File: config.mk
export PLATFORM = sky130hd
export DESIGN_NAME = exers
export DESIGN_NICKNAME = d
export VERILOG_FILES = /design/src/rtl/exers.sv
export SDC_FILE = /design/constraint.sdc
export NUM_CORES = 2
export LEC_CHECK = 0
export CAP_MARGIN = 10
export CORE_MARGIN = 4
export CORE_UTILIZATION = 50
export CTS_CLUSTER_DIAMETER = 30
export DETAILED_ROUTE_END_ITERATION = 7
export PLACE_DENSITY_LB_ADDON = 0.15
export SLEW_MARGIN = 0
export SYNTH_ARGS = -nofsm -noshare
export SYNTH_HDL_FRONTEND = slang
export SYNTH_SLANG_ARGS = --single-unit
File: constraint.sdc
create_clock -name clk -period 10.1 [get_ports clk]
set_clock_uncertainty 0.2 [all_clocks]
set_input_delay 1.515 -clock clk [delete_from_list [all_inputs] [get_ports clk]]
set_output_delay 1.515 -clock clk [all_outputs]
set_load 0.01 [all_outputs]
File: src/rtl/exers.sv
// Execute reservation station: buffers dispatched micro-ops, captures operands from the
// writeback broadcast by tag, and issues one ready op per cycle. Define EXERS_AGE_ORDER_EN for oldest-first select.
module exers #(
  parameter int DEPTH = 8,
  parameter int TAGW  = 7
) (
  input  logic            clk,
  input  logic            rst,
  input  logic            rename_exers_write,
  input  logic [4:0]      rename_op,
  input  logic [TAGW-1:0] rename_robid,
  input  logic [5:0]      rename_rd,
  input  logic            rename_op1ready,
  input  logic [31:0]     rename_op1,
  input  logic            rename_op2ready,
  input  logic [31:0]     rename_op2,
  output logic            exers_stall,
  input  logic            wb_valid,
  input  logic [TAGW-1:0] wb_robid,
  input  logic [31:0]     wb_result,
  output logic            exers_issue_valid,
  output logic [4:0]      exers_issue_op,
  output logic [TAGW-1:0] exers_issue_robid,
  output logic [5:0]      exers_issue_rd,
  output logic [31:0]     exers_issue_op1,
  output logic [31:0]     exers_issue_op2,
  input  logic            alu_stall,
  input  logic            rob_flush
);

  localparam int IW = (DEPTH > 1) ? $clog2(DEPTH) : 1;

  logic [DEPTH-1:0] r_valid;
  logic [DEPTH-1:0] r_rdy1;
  logic [DEPTH-1:0] r_rdy2;
  logic [4:0]       r_op    [DEPTH];
  logic [TAGW-1:0]  r_robid [DEPTH];
  logic [5:0]       r_rd    [DEPTH];
  logic [31:0]      r_val1  [DEPTH];
  logic [31:0]      r_val2  [DEPTH];

  logic             r_issue_valid;
  logic [4:0]       r_issue_op;
  logic [TAGW-1:0]  r_issue_robid;
  logic [5:0]       r_issue_rd;
  logic [31:0]      r_issue_op1;
  logic [31:0]      r_issue_op2;

  logic             w_clear;
  logic             w_wr_en;
  logic [IW-1:0]    w_free_idx;
  logic [DEPTH-1:0] w_wake1;
  logic [DEPTH-1:0] w_wake2;
  logic [DEPTH-1:0] w_cand;
  logic             w_sel_any;
  logic [IW-1:0]    w_sel_idx;
  logic             w_issue_load;
  logic             w_byp1;
  logic             w_byp2;
  logic             w_in_rdy1;
  logic             w_in_rdy2;
  logic [31:0]      w_in_val1;
  logic [31:0]      w_in_val2;

  assign w_clear     = rst | rob_flush;
  assign exers_stall = &r_valid;
  assign w_wr_en     = rename_exers_write & ~exers_stall & ~w_clear;

  // An operand broadcast in the same cycle it is dispatched is captured here, not lost.
  assign w_byp1    = ~rename_op1ready & wb_valid & (rename_op1[TAGW-1:0] == wb_robid);
  assign w_byp2    = ~rename_op2ready & wb_valid & (rename_op2[TAGW-1:0] == wb_robid);
  assign w_in_rdy1 = rename_op1ready | w_byp1;
  assign w_in_rdy2 = rename_op2ready | w_byp2;
  assign w_in_val1 = w_byp1 ? wb_result : rename_op1;
  assign w_in_val2 = w_byp2 ? wb_result : rename_op2;

  assign w_cand = r_valid & r_rdy1 & r_rdy2;

  // Lowest-index free entry and per-entry wakeup matches
  always_comb begin
    w_free_idx = {IW{1'b0}};
    w_wake1    = {DEPTH{1'b0}};
    w_wake2    = {DEPTH{1'b0}};
    for (int i = DEPTH - 1; i >= 0; i--) begin
      w_free_idx = r_valid[i] ? w_free_idx : IW'(i);
      w_wake1[i] = r_valid[i] & ~r_rdy1[i] & wb_valid & (r_val1[i][TAGW-1:0] == wb_robid);
      w_wake2[i] = r_valid[i] & ~r_rdy2[i] & wb_valid & (r_val2[i][TAGW-1:0] == wb_robid);
    end
  end

`ifdef EXERS_AGE_ORDER_EN
  logic [IW:0] r_age [DEPTH];
  logic [IW:0] r_age_cnt;
  logic [IW:0] w_best_age;

  // Stamps live modulo 2*DEPTH; a is older than b when a-b wraps negative.
  function automatic logic age_older(input logic [IW:0] a, input logic [IW:0] b);
    logic [IW:0] diff;
    diff = a - b;
    return diff[IW];
  endfunction

  // Oldest ready entry wins the issue slot
  always_comb begin
    w_sel_any  = 1'b0;
    w_sel_idx  = {IW{1'b0}};
    w_best_age = {(IW+1){1'b0}};
    for (int i = 0; i < DEPTH; i++) begin
      if (w_cand[i] && (!w_sel_any || age_older(r_age[i], w_best_age))) begin
        w_sel_idx  = IW'(i);
        w_best_age = r_age[i];
      end else begin
        w_best_age = w_best_age;
      end
      w_sel_any = w_sel_any | w_cand[i];
    end
  end

  // Dispatch counter and per-entry age stamps
  always_ff @(posedge clk) begin
    if (w_clear) begin
      r_age_cnt <= {(IW+1){1'b0}};
    end else if (w_wr_en) begin
      r_age_cnt            <= r_age_cnt + {{IW{1'b0}}, 1'b1};
      r_age[w_free_idx]    <= r_age_cnt;
    end else begin
      r_age_cnt <= r_age_cnt;
    end
  end
`else
  // Lowest-index ready entry wins the issue slot
  always_comb begin
    w_sel_any = 1'b0;
    w_sel_idx = {IW{1'b0}};
    for (int i = DEPTH - 1; i >= 0; i--) begin
      w_sel_idx = w_cand[i] ? IW'(i) : w_sel_idx;
      w_sel_any = w_sel_any | w_cand[i];
    end
  end
`endif

  assign w_issue_load = ~w_clear & w_sel_any & (~r_issue_valid | ~alu_stall);

  // Entry array: dispatch fill, operand wakeup, and release on issue
  always_ff @(posedge clk) begin
    if (w_clear) begin
      r_valid <= {DEPTH{1'b0}};
    end else begin
      for (int i = 0; i < DEPTH; i++) begin
        if (w_wr_en && (w_free_idx == IW'(i))) begin
          r_valid[i] <= 1'b1;
          r_op[i]    <= rename_op;
          r_robid[i] <= rename_robid;
          r_rd[i]    <= rename_rd;
          r_rdy1[i]  <= w_in_rdy1;
          r_val1[i]  <= w_in_val1;
          r_rdy2[i]  <= w_in_rdy2;
          r_val2[i]  <= w_in_val2;
        end else begin
          if (w_wake1[i]) begin
            r_rdy1[i] <= 1'b1;
            r_val1[i] <= wb_result;
          end
          if (w_wake2[i]) begin
            r_rdy2[i] <= 1'b1;
            r_val2[i] <= wb_result;
          end
          if (w_issue_load && (w_sel_idx == IW'(i))) begin
            r_valid[i] <= 1'b0;
          end
        end
      end
    end
  end

  // Registered issue slot; holds while the execute unit stalls
  always_ff @(posedge clk) begin
    if (w_clear) begin
      r_issue_valid <= 1'b0;
      r_issue_op    <= 5'd0;
      r_issue_robid <= {TAGW{1'b0}};
      r_issue_rd    <= 6'd0;
      r_issue_op1   <= 32'd0;
      r_issue_op2   <= 32'd0;
    end else if (w_issue_load) begin
      r_issue_valid <= 1'b1;
      r_issue_op    <= r_op[w_sel_idx];
      r_issue_robid <= r_robid[w_sel_idx];
      r_issue_rd    <= r_rd[w_sel_idx];
      r_issue_op1   <= r_val1[w_sel_idx];
      r_issue_op2   <= r_val2[w_sel_idx];
    end else if (!alu_stall) begin
      r_issue_valid <= 1'b0;
    end else begin
      r_issue_valid <= r_issue_valid;
    end
  end

  assign exers_issue_valid = r_issue_valid;
  assign exers_issue_op    = r_issue_op;
  assign exers_issue_robid = r_issue_robid;
  assign exers_issue_rd    = r_issue_rd;
  assign exers_issue_op1   = r_issue_op1;
  assign exers_issue_op2   = r_issue_op2;

endmodule
==> flow_summary.toml <==
[run_status]
status = "finished clean"

[floorplan]
num_rows = 99
io_pins = 213
core-area_um2 = 73210
fp.dieW_um = 280.1
fp.dieArea_um2 = 78440
dieHeight_um = 280.1
start_util = 0.5055

[critical_path]
critPathMaxStageDelay_ns = 0.70
crit_end = "exers_issue_op1[1]$_SDFFE_PN0P_"
worstPathMaxFanout = 64
reg2reg_slack_ns = 5.62
critical_path.slowest_cell = "nand2_4"
worstSetupPathType = "in2reg"
cp.arrival_ns = 5.63
critPathLaunchType = "primary input"
cp.required_ns = 10.44
rr_endpoint = "exers_issue_op1[30]$_SDFFE_PN0P_"
crit_chain = "clkdlybuf4s50_1 -> nor2_4 -> buf_4 -> nand2_1 -> a2111oi_4 -> buf_4 -> nand2_4 -> a211oi_1 -> a211oi_1"
crit_path_end_kind = "register"
r2r_start = "r_valid[0]$_SDFFE_PN0P_"
reg2reg_depth = 9
startpoint = "rob_flush"

[yosys]
postSynth.asyncResetShare = 0
yosys_register_bits = 763
synthTopCellsByArea = "edfxtp_1, mux2_2, dfxtp_1, nand2_1, a211oi_1"
yosys.area.top_type_share = 0.5453
synth_area_leader_cell = "edfxtp_1"
synth_cells = 2680
synthFlopType = "edfxtp_1"
syn_area_per_cell_um2 = 13.81
syn_area_um2 = 37010
synth_edf_count = 672
seq_area_frac_synth = 0.5945
synth_cell_types = 63
yosysWarnings = 0
syn_nets = 2809

[timing]
drv_slew = 0
rsz0062_at_grt = "no"
final.setup.tns_ns = 0
worstMarginPinSlew_ns = 1.201
setup_viol = 0
hold_viol_final = 0
max_freq_mhz = 189.2
relSlewSlack = 0.1963
whs_ns = 0.3474
layout_min_cycle_time_ns = 5.286
finalCritPeriodShare = 0.5233

[global_routing]
grt_max_degree = 141
grt_overflow = 0
antenna_found_initial = 8
grt_pass1_vias = 25573
grtUsageMet3 = 0.06690
grt_pass1_wl_um = 170000
met2_usage = 0.4802
grt-busiest-layer = "met2"
use_met1 = 0.3911
gr-usage-all-layers = 0.2934

[finish]
layout_common_cells = "edfxtp_1, mux2_2, nand2_1, clkdlybuf4s50_1, clkbuf_16"
fillCellCount = 5553
seqCellArea_um2 = 22000
area_growth_pct = 21.84
final_common_cell = "edfxtp_1"
final_core_util = 0.6160
nets = 2991
multi_input_comb_area_um2 = 13950
drive_gt1_frac = 0.3090

[routing]
dr.pass1.iters = 6
wire_per_inst_um = 29.70
viasPerCell = 6.382
drt_iter0_markers = 2906
postRouteAntennaNets = 0
drc = 0
dr_total_vias = 25253
routed_wl_um = 117500

[flow_run]
max-cap-violations = 0

[clock_network]
hold_buffers = 0
clock_path_buffers = 3
cts_root_buf = "clkbuf_16"
cts_buffers = 158
path_clk_slew_ns = 0.04
cts_tree = "done"
clk-insertion-delay-late_ns = 0.71
htreeDepth = 4
cts_setup_buffers = 0
cts.sinks = 763
cts-resized-gates = 0

[pwr]
ir_drop_mv = 0.1601
powerDensity_nw_per_um2 = 199.3
leakage_nw = 14.89

[min_path]
min_path_type = "reg2reg"
min_path_cells = 2

[placed_design]
routabilityCongestion = 0.8913
dp_hpwl_um = 65720
port_buffers = 212
-- routing by layer --
layer / share of wire / wire [um]
met4: 0.026 / 3097
met5: 0.00046 / 54
met3: 0.090 / 10550
met2: 0.48 / 56130
met1: 0.41 / 47700
-- cell usage after synthesis, types with 5 or more instances --
cell type  instances
edfxtp_1         672
mux2_2           562
nand2_1          283
a211oi_1         140
dfxtp_1           91
clkbuf_1          86
a21oi_1           81
xor2_1            79
o221ai_1          74
and2_1            73
a32o_1            70
buf_1             55
buf_2             51
xnor2_1           46
buf_6             31
mux2_1            26
nand4_1           21
nor2_1            21
nand3_1           18
mux2i_1           16
o21ai_0           16
buf_4             15
nor3_1            14
nor4_1            14
and3_1            13
inv_1              8
nand2_4            7
a222oi_1           6
a31oi_1            6
nand2b_1           6
o21a_1             6
o22a_1             6
or4_1              6
a31o_2             5
-- critical path, delay by kind of cell --
| family | cells | cell delay [ns] |
|---|---|---|
| compound gates | 3 | 1.11 |
| buf+inv | 3 | 1.45 |
| simple gates | 3 | 1.49 |
-- kinds of logic (layout without fill, tap and decap cells) --
| family | after synthesis | count (layout) | share of synthesized area |
|---|---|---|---|
| AOI/OAI and AO/OA | 446 | 446 | 0.09338 |
| xor gates and xnor gates | 126 | 126 | 0.03002 |
| buffers and inverters | 247 | 561 | 0.03462 |
| DFF | 763 | 763 | 0.5945 |
| muxes | 604 | 604 | 0.1832 |
| other | 0 | 4 | 0 |
| and+or+nand+nor | 494 | 494 | 0.06427 |
-- cell type report --
type	instances	share of cell area
inverter	8	0.0006659
antenna	4	0.0002220
clock inverter	100	0.02395
sequential	763	0.4879
tap	959	0.02661
multi-input combinational	1670	0.3094
clock buffer	192	0.09575
timing repair buffer	261	0.05549
-- where the power goes --
| group | switching [mW] | internal, mW |
|---|---|---|
| Combinational | 0.179 | 0.151 |
| Clock | 1.69 | 3.51 |
| Sequential | 0.00615 | 3.45 |
-- how the worst min path moves through the flow --
stage	from	endpoint
finish	r_valid[6]$_SDFFE_PN0P_	r_valid[6]$_SDFFE_PN0P_
global route	r_valid[5]$_SDFFE_PN0P_	r_valid[5]$_SDFFE_PN0P_
CTS	r_valid[6]$_SDFFE_PN0P_	r_valid[6]$_SDFFE_PN0P_
detailed placement	r_valid[6]$_SDFFE_PN0P_	r_valid[6]$_SDFFE_PN0P_
global placement	r_valid[5]$_SDFFE_PN0P_	r_valid[5]$_SDFFE_PN0P_
floorplan	r_valid[6]$_SDFFE_PN0P_	r_valid[6]$_SDFFE_PN0P_
-- through the flow --
stage,std cells,power (mW),area [um^2],setup WS (ns)
4_1_cts,3953,9.020,45080,4.978
6_report,3957,8.987,45090,4.814
3_5_place_dp,3661,3.839,39690,4.244
3_3_place_gp,3661,3.827,39690,4.321
5_1_grt,3956,9.210,45090,4.749
2_1_floorplan,2680,3.694,37010,3.672
-- sequential cells by signal (all words and copies together), names as in the netlist, 32 cells and up --
signal and cells:
r_op 40, r_robid 56, exers_issue_op2 32, r_val2 256, r_val1 256, r_rd 48, exers_issue_op1 32
Power figures use the tool's default switching activity.
